<file path="src/rtl/floppy_host_seek.sv">
// Host-side floppy head-positioning sequencer: SEEK/RECALIBRATE step pulse generation and head tracking.
// Optional index-period measurement is enabled by defining FLOPPY_HOST_INDEX_PERIOD_EN.
module floppy_host_seek #(
  parameter int STEP_PULSE_CYC = 8,
  parameter int STEP_RATE_CYC  = 3000,
  parameter int DIR_SETUP_CYC  = 4,
  parameter int SETTLE_CYC     = 15000,
  parameter int MAX_TRACK      = 79,
  parameter int RECAL_LIMIT    = 85
) (
  input  logic        clk,
  input  logic        rst,
  input  logic        cmd_valid,
  output logic        cmd_ready,
  input  logic        cmd_op,
  input  logic [6:0]  cmd_track,
  input  logic [1:0]  cmd_drive,
  input  logic        motor_req,
  output logic        done,
  output logic        err,
  output logic [6:0]  cur_track,
  output logic [3:0]  drive_sel,
  output logic        motor_on,
  output logic        dir_sel,
  output logic        step,
  input  logic        track_0,
  input  logic        index
`ifdef FLOPPY_HOST_INDEX_PERIOD_EN
  ,
  output logic [23:0] index_period,
  output logic        index_valid
`endif
);

  typedef enum logic [2:0] {IDLE, DIR_SETUP, STEP_HI, STEP_LO, SETTLE, DONE} state_t;

  localparam logic [31:0] DIR_LAST    = 32'(DIR_SETUP_CYC - 1);
  localparam logic [31:0] PULSE_LAST  = 32'(STEP_PULSE_CYC - 1);
  localparam logic [31:0] LO_LAST     = 32'(STEP_RATE_CYC - STEP_PULSE_CYC - 1);
  localparam logic [31:0] SETTLE_LAST = 32'(SETTLE_CYC - 1);
  localparam logic [6:0]  MAX_TRK     = 7'(MAX_TRACK);
  localparam logic [15:0] RECAL_LIM   = 16'(RECAL_LIMIT);

  state_t      state, state_nxt;
  logic [31:0] tmr, tmr_nxt;
  logic [6:0]  steps_left, steps_left_nxt;
  logic [15:0] steps_done, steps_done_nxt;
  logic        is_recal, recal_nxt;
  logic [6:0]  cur_nxt;
  logic        dir_nxt, err_nxt;
  logic [3:0]  drive_nxt;
  logic        trk0_p0, trk0_p1;

  function automatic logic [6:0] trk_inc(input logic [6:0] t);
    return (t == 7'd127) ? t : t + 7'd1;
  endfunction

  function automatic logic [6:0] trk_dec(input logic [6:0] t);
    return (t == 7'd0) ? t : t - 7'd1;
  endfunction

  // Stage p0/p1: track_0 synchronizer, plus all sequencer state
  always_ff @(posedge clk or negedge rst) begin
    if (!rst) begin
      state      <= IDLE;
      tmr        <= '0;
      steps_left <= '0;
      steps_done <= '0;
      is_recal   <= 1'b0;
      cur_track  <= '0;
      dir_sel    <= 1'b0;
      err        <= 1'b0;
      drive_sel  <= '0;
      motor_on   <= 1'b0;
      trk0_p0    <= 1'b0;
      trk0_p1    <= 1'b0;
    end else begin
      state      <= state_nxt;
      tmr        <= tmr_nxt;
      steps_left <= steps_left_nxt;
      steps_done <= steps_done_nxt;
      is_recal   <= recal_nxt;
      cur_track  <= cur_nxt;
      dir_sel    <= dir_nxt;
      err        <= err_nxt;
      drive_sel  <= drive_nxt;
      motor_on   <= motor_req;
      trk0_p0    <= track_0;
      trk0_p1    <= trk0_p0;
    end
  end

  always_comb begin
    state_nxt      = state;
    tmr_nxt        = tmr + 32'd1;
    steps_left_nxt = steps_left;
    steps_done_nxt = steps_done;
    recal_nxt      = is_recal;
    cur_nxt        = cur_track;
    dir_nxt        = dir_sel;
    err_nxt        = err;
    drive_nxt      = drive_sel;
    case (state)
      IDLE: begin
        tmr_nxt = '0;
        if (cmd_valid) begin
          drive_nxt      = 4'b0001 << cmd_drive;
          recal_nxt      = cmd_op;
          steps_done_nxt = '0;
          if (cmd_op) begin
            dir_nxt = 1'b0;
            if (trk0_p1) begin
              cur_nxt   = '0;
              state_nxt = SETTLE;
            end else begin
              state_nxt = DIR_SETUP;
            end
          end else if (cmd_track > MAX_TRK) begin
            err_nxt   = 1'b1;
            state_nxt = DONE;
          end else if (cmd_track == cur_track) begin
            err_nxt   = 1'b0;
            state_nxt = DONE;
          end else begin
            dir_nxt        = (cmd_track > cur_track);
            steps_left_nxt = (cmd_track > cur_track) ? cmd_track - cur_track
                                                     : cur_track - cmd_track;
            state_nxt      = DIR_SETUP;
          end
        end
      end
      DIR_SETUP: begin
        if (tmr == DIR_LAST) begin
          tmr_nxt   = '0;
          state_nxt = STEP_HI;
        end
      end
      STEP_HI: begin
        if (tmr == PULSE_LAST) begin
          tmr_nxt        = '0;
          cur_nxt        = dir_sel ? trk_inc(cur_track) : trk_dec(cur_track);
          steps_left_nxt = steps_left - 7'd1;
          steps_done_nxt = steps_done + 16'd1;
          state_nxt      = STEP_LO;
        end
      end
      STEP_LO: begin
        if (tmr == LO_LAST) begin
          tmr_nxt = '0;
          // Recalibrate trusts the sensor over the step count, so check it before the limit
          if (is_recal) begin
            if (trk0_p1) begin
              cur_nxt   = '0;
              state_nxt = SETTLE;
            end else if (steps_done == RECAL_LIM) begin
              err_nxt   = 1'b1;
              state_nxt = DONE;
            end else begin
              state_nxt = STEP_HI;
            end
          end else begin
            state_nxt = (steps_left == 7'd0) ? SETTLE : STEP_HI;
          end
        end
      end
      SETTLE: begin
        if (tmr == SETTLE_LAST) begin
          tmr_nxt   = '0;
          err_nxt   = 1'b0;
          state_nxt = DONE;
        end
      end
      DONE: begin
        tmr_nxt   = '0;
        state_nxt = IDLE;
      end
      default: state_nxt = IDLE;
    endcase
  end

  assign cmd_ready = (state == IDLE);
  assign done      = (state == DONE);
  assign step      = (state == STEP_HI);

`ifdef FLOPPY_HOST_INDEX_PERIOD_EN
  logic        idx_p0, idx_p1, idx_p2;
  logic [23:0] idx_cnt;

  function automatic logic [23:0] cnt_sat_inc(input logic [23:0] c);
    return (c == 24'hFFFFFF) ? c : c + 24'd1;
  endfunction

  // Stage p0..p2: index synchronizer and rising-edge history
  always_ff @(posedge clk or negedge rst) begin
    if (!rst) begin
      idx_p0       <= 1'b0;
      idx_p1       <= 1'b0;
      idx_p2       <= 1'b0;
      idx_cnt      <= '0;
      index_period <= '0;
      index_valid  <= 1'b0;
    end else begin
      idx_p0 <= index;
      idx_p1 <= idx_p0;
      idx_p2 <= idx_p1;
      if (!motor_on) begin
        idx_cnt     <= '0;
        index_valid <= 1'b0;
      end else if (idx_p1 && !idx_p2) begin
        index_period <= cnt_sat_inc(idx_cnt);
        idx_cnt      <= '0;
        index_valid  <= 1'b1;
      end else begin
        idx_cnt <= cnt_sat_inc(idx_cnt);
      end
    end
  end
`else
  logic unused_index;
  assign unused_index = index;
`endif

endmodule

</file>
<file path="config.mk">
export PLATFORM = sky130hd
export DESIGN_NAME = floppy_host_seek
export DESIGN_NICKNAME = d
export VERILOG_FILES = /design/src/rtl/floppy_host_seek.sv
export SDC_FILE = /design/constraint.sdc
export NUM_CORES = 1
export LEC_CHECK = 0
export ABC_CLOCK_PERIOD_IN_PS = 4750
export CAP_MARGIN = 0
export CORE_MARGIN = 2
export CORE_UTILIZATION = 35
export CTS_BUF_LIST = sky130_fd_sc_hd__clkbuf_4 sky130_fd_sc_hd__clkbuf_8
export DETAILED_ROUTE_END_ITERATION = 16
export GPL_TIMING_DRIVEN = 1
export SYNTH_ARGS = -nofsm -noshare
export SYNTH_HDL_FRONTEND = slang
export SYNTH_SLANG_ARGS = --single-unit
</file>
<file path="constraint.sdc">
create_clock -name clk -period 4.75 [get_ports clk]
set_input_delay 1.425 -clock clk [delete_from_list [all_inputs] [get_ports clk]]
set_output_delay 1.425 -clock clk [all_outputs]
set_load 0.03 [all_outputs]
</file>
== Word-level counts from Yosys, hierarchy flattened ==
Index checks and enable logic that the tools add are counted.

* Logic and storage cells: 117
* Output and inout port bits: 17
* Register bits: 75
* Bits of input ports: 16

* Eq/ne operators: 29
* Shift operators: 1
* Reductions and logical operators: 14
* $lt $le $gt $ge: 2
* Add/subtract/negate cells: 7
* Mux-type cells: 52

{| class="wikitable"
|+ Operator list
! operator !! number
|-
| 32-bit case mux with 5 select lines || 1
|-
| 32-bit 2-to-1 mux || 4
|-
| 7-bit 2-to-1 mux || 15
|-
| 3-bit 2-to-1 mux || 13
|-
| 32-bit by 1-bit adder with 32-bit output, second input constant || 1
|-
| 32-bit by 12-bit equality test with 1-bit output, second input constant || 1
|-
| 32-bit by 14-bit equality test with 1-bit output, second input constant || 1
|-
| 32-bit by 2-bit equality test with 1-bit output, second input constant || 1
|-
| 32-bit by 3-bit equality test with 1-bit output, second input constant || 1
|-
| 16-bit 2-to-1 mux || 2
|-
| 16-bit case mux with 2 select lines || 1
|-
| 2-bit inequality test, second input constant || 12
|-
| 7-bit case mux with 3 select lines || 1
|-
| 16-bit by 1-bit adder with 16-bit output, second input constant || 1
|-
| 16-bit by 7-bit equality test with 1-bit output, second input constant || 1
|-
| 3-bit case mux with 5 select lines || 1
|-
| 7-bit zero test || 2
|-
| 7-bit case mux with 2 select lines || 1
|-
| 7-bit by 1-bit subtractor with 7-bit output, second input constant || 2
|-
| 7-bit subtractor || 2
|-
| 1-bit 2-to-1 mux || 12
|-
| 9-bit AND reduction || 1
|-
| 8-bit AND reduction || 1
|-
| 7-bit by 1-bit adder with 7-bit output, second input constant || 1
|-
| other kinds (21) || 26
|}

== Depth between registers and ports, before layout ==
Gate-level depths: netlist (run 1).

* Word-level depth: 7
* Gate-level depth with buffers: 10
* Mapped depth without buffers: 10

== Worst setup path before layout (run 1) ==
No wires, ideal clock.

* Path type: input -> register
* From: input cmd_track[3]
* To: register steps_left[5]
* Arrival: 3.314 ns
* Stages on the path: 10
* Data required time: 4.619 ns
* Path slack: 1.305 ns
* Path through: inv_1 -> ha_1 -> clkbuf_1 -> a21o_1 -> a21oi_1 -> a32oi_1 -> nand2_1 -> o21ai_0 -> xor2_1 -> a31oi_1

* Longest elaborated chain between the ends: 7

{| class="wikitable"
|+ Ends and longest elaborated chain
! element !! RTL line !! source
|-
| from (decl) || 16 || <nowiki>input logic [6:0] cmd_track,</nowiki>
|-
| 7-bit subtractor, or another cell as far along || 127 || <nowiki>: cur_track - cmd_track;</nowiki>
|-
| 7-bit 2-to-1 mux || 126 || <nowiki>steps_left_nxt = (cmd_track > cur_track) ? cmd_track - cur_track</nowiki>
|-
| 7-bit 2-to-1 mux || 121 || <nowiki>end else if (cmd_track == cur_track) begin</nowiki>
|-
| 7-bit 2-to-1 mux || 118 || <nowiki>end else if (cmd_track > MAX_TRK) begin</nowiki>
|-
| 7-bit 2-to-1 mux || 110 || <nowiki>if (cmd_op) begin</nowiki>
|-
| 7-bit 2-to-1 mux || 106 || <nowiki>if (cmd_valid) begin</nowiki>
|-
| 7-bit case mux with 2 select lines || 103 || <nowiki>case (state)</nowiki>
|-
| to (signal assigned) || 80 || <nowiki>steps_left <= steps_left_nxt;</nowiki>
|-
| to (decl) || 46 || <nowiki>logic [6:0] steps_left, steps_left_nxt;</nowiki>
|}

Several ways; a longest one is shown, not always the timed one. The select of a mux whose other input is x is not followed.
A chain may end at the register's enable or synchronous reset.

== Final worst setup path (run 1) ==
* From: register state[1]
* To: output step

* Longest elaborated chain between the ends: 1

{| class="wikitable"
|+ Ends and longest elaborated chain
! element !! RTL line !! source
|-
| from (decl) || 44 || <nowiki>state_t state, state_nxt;</nowiki>
|-
| from (signal assigned) || 78 || <nowiki>state <= state_nxt;</nowiki>
|-
| 3-bit by 2-bit equality test with 1-bit output || 183 || <nowiki>assign step = (state == STEP_HI);</nowiki>
|-
| to (decl) || 25 || <nowiki>output logic step,</nowiki>
|}

Every way passes these cells.

==> metrics.csv, run 1 <==
stage,metric,value,unit
global_route,grt.total_usage,15.7,%
floorplanning,coreArea,0.0138,mm2
min_path,hp-class,reg2reg,
setup_path,crit_type,reg2out,
setup_path,critPathLaunch,state[1],
outcome,status,finished clean,
detailed_routing,first_iter_violations,273,
sta,rsz0062_at_grt,false,
sta,hold_viol,0,
power_and_ir_drop,powerDensity,571,mW/mm2
setup_path,crit_path_end_kind,output port,
yosys,synth_top_area_cell,dfrtp_1,
clock_tree,cts_max_path_buffers,2,
floorplanning,placementRows,43,
detailed_routing,vias_per_cell,5.36,
floorplanning,die_y,122,um
setup_path,cp_top_family,buffers and inverters,
floorplanning,dieArea,0.0149,mm2
sta,period_needed,3.93,ns
yosys,ys_ff_latch,75,
detailed_routing,dr_total_vias,4095,
setup_path,required,3.32,ns
power_and_ir_drop,finalPower,3190,uW
setup_path,crit_cells,3,
clock_tree,clk_latency,0.37,ns
setup_path,crit_end,step,
layout,register_area,0.00188,mm2
detailed_routing,drc_errors,0,
min_path,hold_start,trk0_p0,
layout,instances_no_fill,764,
layout,fill_cells,1401,
clock_tree,path_clk_slew,0.08,ns
place,dpl.hpwl,7800,um
yosys,syn_nets,591,
setup_path,rrSetupSlack,1.89,ns
yosys,synth-main-ff-cell,dfrtp_1,
setup_path,r2r_cells,9,
sta,fin_skew,0.0105,ns
layout,design.final.nets,621,
layout,multi_input_area,0.00277,mm2
layout,antenna_cells,0,
yosys,syn_inst,549,
floorplanning,start_util,35.5,%
yosys,yosys_warnings,0,
global_route,grt_pass1_wl,18700,um
yosys,syn_area,0.00488,mm2
clock_tree,numCtsBuffers,9,
clock_tree,cts_tree,yes,
place,io_buffers,31,
place,gp_congestion,0.888,
yosys,synth_area_leaders,"dfrtp_1 38%, ha_1 5.9%, xnor2_1 5.0%, nor2_1 4.8%, xor2_1 3.8%",
setup_path,rr_startpoint,tmr[0],
clock_tree,cts.sinks,75,
setup_path,cp_max_fo,15,
setup_path,worstPathCellList,or3b_2 > clkinv_1 > clkdlybuf4s50_1,
place,dp.cells,748,
detailed_routing,wirelength,11100,um
clock_tree,clockRootBuffer,clkbuf_8,
layout,drive_gt1_share,7.19,%
clock_tree,h-tree-depth,3,
sta,fin_tns_setup,0,ns
sta,setup_violations,0,
global_route,grt_start_max_net_pins,76,
sta,fin_hold_ws,0.369,ns
layout,area_growth_syn_to_layout,14.3,%
layout,final_cell_mix,"75 x dfrtp_1, 62 x nor2_1, 48 x nand2_1",
setup_path,cp.buffers_inverters,2,
setup_path,slowest_stage,or3b_2,
sta,tightest_slew,0.988,ns
detailed_routing,avgRoutedWirePerCell,14.6,um
yosys,async_flop_share,100,%
power_and_ir_drop,cellLeakagePower,0.00242,uW
sta,fin_crit_sh,82.7,%
yosys,syn_avg_cell_area,8.90,um2
sta,slew_headroom,34.1,%
floorplanning,io_pins,33,
clock_tree,ctsHoldBuffers,0,
yosys,synth_top_cell_area_share,38.4,%
yosys,synth.distinct_cells,70,
detailed_routing,first_pass_iters,5,
global_route,overflow,0,
setup_path,max_stage_delay,0.70,ns
sta,clock.fmax,254,MHz
setup_path,cp-start-kind,flip-flop,
power_and_ir_drop,peakVddDrop,228,uV
global_route,antenna_found_initial,0,
setup_path,cp_data_arrival_time,2.50,ns
yosys,yosysSeqAreaShare,38.4,%
global_route,grt_pass1_vias,3878,
sta,slew_violations,0,
clock_tree,cts_resized,0,
clock_tree,cts_setup_buffers,0,
floorplanning,die_x,122,um
yosys,synth-edff-count,0,
flow_run,cap_violations,0,
layout,layout_commonest_cell,dfrtp_1,
setup_path,r2r_end,tmr[12],
detailed_routing,postRouteAntennaNets,0,
layer usage:
metal,vias to the layer above,part of all wire [%],track usage [%]
met1,2008,48,21.1
met4,0,0.89,3.88
met5,-,0,0
li1,1993,-,-
met2,86,47,25.3
met3,8,4.4,3.84
flip-flops by register name, summed over array words and instances (netlist names):
| register | count |
|---|---|
| cur_track | 7 |
| dir_sel | 1 |
| drive_sel | 4 |
| err | 1 |
| is_recal | 1 |
| motor_on | 1 |
| state | 3 |
| steps_done | 16 |
| steps_left | 7 |
| tmr | 32 |
| trk0_p0 | 1 |
| trk0_p1 | 1 |
cells by family (layout without fill, tap and decap cells):
group | count (synthesis) | in the layout | share of synthesized area (%)
buffers and inverters | 51 | 86 | 4.82
XOR/XNOR | 49 | 49 | 8.79
adder cells (fa/ha/maj) | 26 | 26 | 7.12
multiplexers | 10 | 10 | 2.10
AND/OR/NAND/NOR | 247 | 247 | 26.6
flip-flops | 75 | 75 | 38.4
AO/OA/AOI/OAI | 91 | 91 | 12.1
stage by stage:
step / util, % / area [um2] / setup slack [ns]
global route: 40.5 / 5580 / 0.694
floorplan: - / 4880 / 1.31
finish: 40.5 / 5580 / 0.820
global placement: 38.8 / 5340 / 0.706
detailed placement: 38.8 / 5340 / 0.661
CTS: 40.5 / 5580 / 0.782
power by group:
part | leakage [uW] | total (uW) | switching [uW] | internal, uW
registers | 0.000991 | 1040 | 236 | 805
logic | 0.00131 | 1540 | 925 | 619
clock network | 0.000119 | 603 | 255 | 348
total | 0.00242 | 3190 | 1420 | 1770
worst min-delay path by stage:
| stage | endpoint | depth (start not counted) |
|---|---|---|
| final | trk0_p1 | 0 |
| after global routing | trk0_p1 | 0 |
| after CTS | trk0_p1 | 0 |
| after detailed placement | trk0_p1 | 0 |
| after global placement | trk0_p1 | 0 |
| after floorplan | trk0_p1 | 0 |
cell type report:
type | instances | share of cell area [%]
multi-input cells | 423 | 49.6
repair buffers | 35 | 6.05
well taps | 180 | 4.03
flip-flops and latches | 75 | 33.6
inverters | 35 | 2.35
clock buffers | 9 | 2.22
clock inverters | 7 | 2.08
synth_stat cells, drive strengths merged (2+ instances only):
cell type	number
dfrtp	75
nor2	62
nand2	49
inv	34
o21ai	30
xnor2	28
nand3	27
nor3	24
a21oi	23
ha	23
nand4	22
xor2	21
and3	16
nor4	13
clkbuf	9
mux2i	8
buf	7
and4	6
nor2b	6
a31oi	5
a21o	4
and2	4
nand2b	4
a2111oi	3
fa	3
nand3b	3
o21a	3
o22ai	3
or3	3
mux2	2
nor3b	2
o2111ai	2
o211ai	2
o21bai	2
o31ai	2
or2	2
Power figures use the tool's default switching activity.
==> run 2, diff against run 1 <==
--- a/config.mk
+++ b/config.mk
@@ -5,7 +5,7 @@
 export SDC_FILE = /design/constraint.sdc
 export NUM_CORES = 1
 export LEC_CHECK = 0
-export ABC_CLOCK_PERIOD_IN_PS = 4750
+export ABC_CLOCK_PERIOD_IN_PS = 3600
 export CAP_MARGIN = 0
 export CORE_MARGIN = 2
 export CORE_UTILIZATION = 35
==> constraint.sdc (replaced) <==
create_clock -name clk -period 3.6 [get_ports clk]
set_input_delay 1.08 -clock clk [delete_from_list [all_inputs] [get_ports clk]]
set_output_delay 1.08 -clock clk [all_outputs]
set_load 0.03 [all_outputs]
==> metrics.csv, run 2 (synthesis results as in run 1) <==
stage,metric,value,unit,change
layout,multi_input_area,0.00277,mm2,unchanged
setup_path,rrSetupSlack,0.72,ns,was 1.89 ns
floorplanning,io_pins,33,,unchanged
setup_path,worstPathCellList,nor3_1 > clkdlybuf4s50_1,,was or3b_2 > clkinv_1 > clkdlybuf4s50_1
global_route,grt_pass1_wl,19000,um,was 18700 um
clock_tree,ctsHoldBuffers,0,,unchanged
global_route,overflow,0,,unchanged
floorplanning,die_y,122,um,unchanged
sta,slew_violations,0,,unchanged
floorplanning,start_util,35.5,%,unchanged
setup_path,required,2.52,ns,was 3.32 ns
power_and_ir_drop,powerDensity,732,mW/mm2,was 571 mW/mm2
sta,fin_crit_sh,92.7,%,
layout,antenna_cells,0,,unchanged
sta,fin_hold_ws,0.371,ns,was 0.369 ns
detailed_routing,wirelength,11100,um,about the same
setup_path,max_stage_delay,0.78,ns,was 0.70 ns
layout,register_area,0.00188,mm2,unchanged
detailed_routing,dr_total_vias,4019,,was 4095
min_path,hp-class,reg2reg,,unchanged
setup_path,critPathLaunch,state[0],,was state[1]
layout,fin_area,0.00564,mm2,was 0.00558 mm2
setup_path,cp_data_arrival_time,2.26,ns,was 2.50 ns
clock_tree,cts_tree,yes,,unchanged
floorplanning,die_x,122,um,unchanged
clock_tree,cts_setup_buffers,0,,unchanged
detailed_routing,drc_errors,0,,unchanged
layout,layout_commonest_cell,dfrtp_1,,unchanged
setup_path,cp-start-kind,flip-flop,,unchanged
floorplanning,placementRows,43,,unchanged
layout,final_cell_mix,"75 x dfrtp_1, 62 x nor2_1, 48 x nand2_1",,unchanged
sta,tightest_slew,0.977,ns,was 0.988 ns
layout,area_growth_syn_to_layout,15.4,%,was 14.3%
layout,regMostFlops,tmr,,unchanged
place,gp_congestion,0.866,,was 0.888
sta,setup_violations,0,,unchanged
flow_run,cap_violations,0,,unchanged
place,io_buffers,31,,unchanged
min_path,hold_start,trk0_p0,,unchanged
layout,top_regs,"tmr: 32 flops, steps_done: 16 flops",,unchanged
detailed_routing,avgRoutedWirePerCell,14.3,um,was 14.6 um
clock_tree,clockRootBuffer,clkbuf_8,,unchanged
detailed_routing,first_pass_iters,4,,was 5
power_and_ir_drop,cellLeakagePower,0.00246,uW,was 0.00242 uW
outcome,status,finished clean,,unchanged
sta,fin_tns_setup,0,ns,unchanged
setup_path,crit_path_end_kind,output port,,unchanged
clock_tree,numCtsBuffers,9,,unchanged
setup_path,slowest_stage,clkdlybuf4s50_1,,was or3b_2
detailed_routing,postRouteAntennaNets,0,,unchanged
sta,clock.fmax,300,MHz,
detailed_routing,first_iter_violations,256,,was 273
clock_tree,h-tree-depth,3,,unchanged
sta,fin_skew,0.0156,ns,was 0.0105 ns
clock_tree,cts_max_path_buffers,2,,unchanged
layout,fill_cells,1402,,was 1401
global_route,antenna_found_initial,0,,unchanged
setup_path,crit_type,reg2out,,unchanged
sta,hold_viol,0,,unchanged
clock_tree,cts_resized,0,,unchanged
setup_path,cp_max_fo,13,,was 15
power_and_ir_drop,peakVddDrop,302,uV,was 228 uV
sta,slew_headroom,34.9,%,was 34.1%
place,dpl-instance-area,0.00545,mm2,was 0.00534 mm2
floorplanning,coreArea,0.0138,mm2,unchanged
global_route,grt.total_usage,16.1,%,was 15.7%
floorplanning,dieArea,0.0149,mm2,unchanged
setup_path,rr_startpoint,tmr[0],,unchanged
clock_tree,cts.sinks,75,,unchanged
global_route,grt_start_max_net_pins,76,,unchanged
sta,rsz0062_at_grt,false,,unchanged
clock_tree,clk_latency,0.38,ns,was 0.37 ns
layout,design.final.nets,635,,was 621
clock_tree,path_clk_slew,0.10,ns,was 0.08 ns
global_route,grt_pass1_vias,3953,,was 3878
layout,largest_reg_flops,32,,unchanged
detailed_routing,vias_per_cell,5.17,,was 5.36
layout,drive_gt1_share,9.36,%,was 7.19%
place,dpl.hpwl,8120,um,was 7800 um
sta,period_needed,3.34,ns,
run 2: changes by cell type in the layout (fill, tap and decap cells not counted), sizes merged:
| cell | previous run | this run |
|---|---|---|
| bufinv | 3 | 0 |
| clkinv | 4 | 2 |
| inv | 34 | 40 |
| clkinvlp | 1 | 0 |
| buf | 5 | 19 |
run 2: cell type report:
cell class	instances	share of cell area [%]
sequential	75	33.3
clock buffer	9	2.20
multi-input combinational	423	49.2
clock inverter	7	1.13
tap	180	4.00
timing repair buffer	49	7.86
inverter	35	2.33
run 2: final timing paths:
kind,endpoint,cells after the start
min in group asynchronous,steps_left[0],1
max reg2reg,tmr[4],9
min reg2reg,trk0_p1,0
min,trk0_p1,0
max,cmd_ready,2
max in group asynchronous,tmr[4],1
run 2: power breakdown:
group          total (uW)  internal (uW)  switching, uW
registers            1360           1060            293
clock network         642            268            373
logic                2130            871           1260
total                4120           2200           1920
run 2: through the flow:
step	setup slack (ns)	instances	util [%]	power, uW
final	0.264	778	40.9	4120
after global routing	0.118	778	40.9	4470
after CTS	0.220	778	40.9	4160
after detailed placement	0.0517	762	39.6	3490
after global placement	0.0824	762	39.6	3420
after floorplan	0.500	549	-	2850
run 2: metal layers:
| layer | global-route usage (%) | routed length, um |
|---|---|---|
| met5 | 0 | 0 |
| met1 | 21.6 | 5280 |
| met3 | 4.45 | 451 |
| met4 | 5.53 | 200 |
| met2 | 25.0 | 5190 |
run 2: worst max-delay path: cells and delay by family, from the launching register on:
kind,cells,cell delay (ns)
simple gates,1,0.55
flops,1,0.56
buf+inv,1,0.78
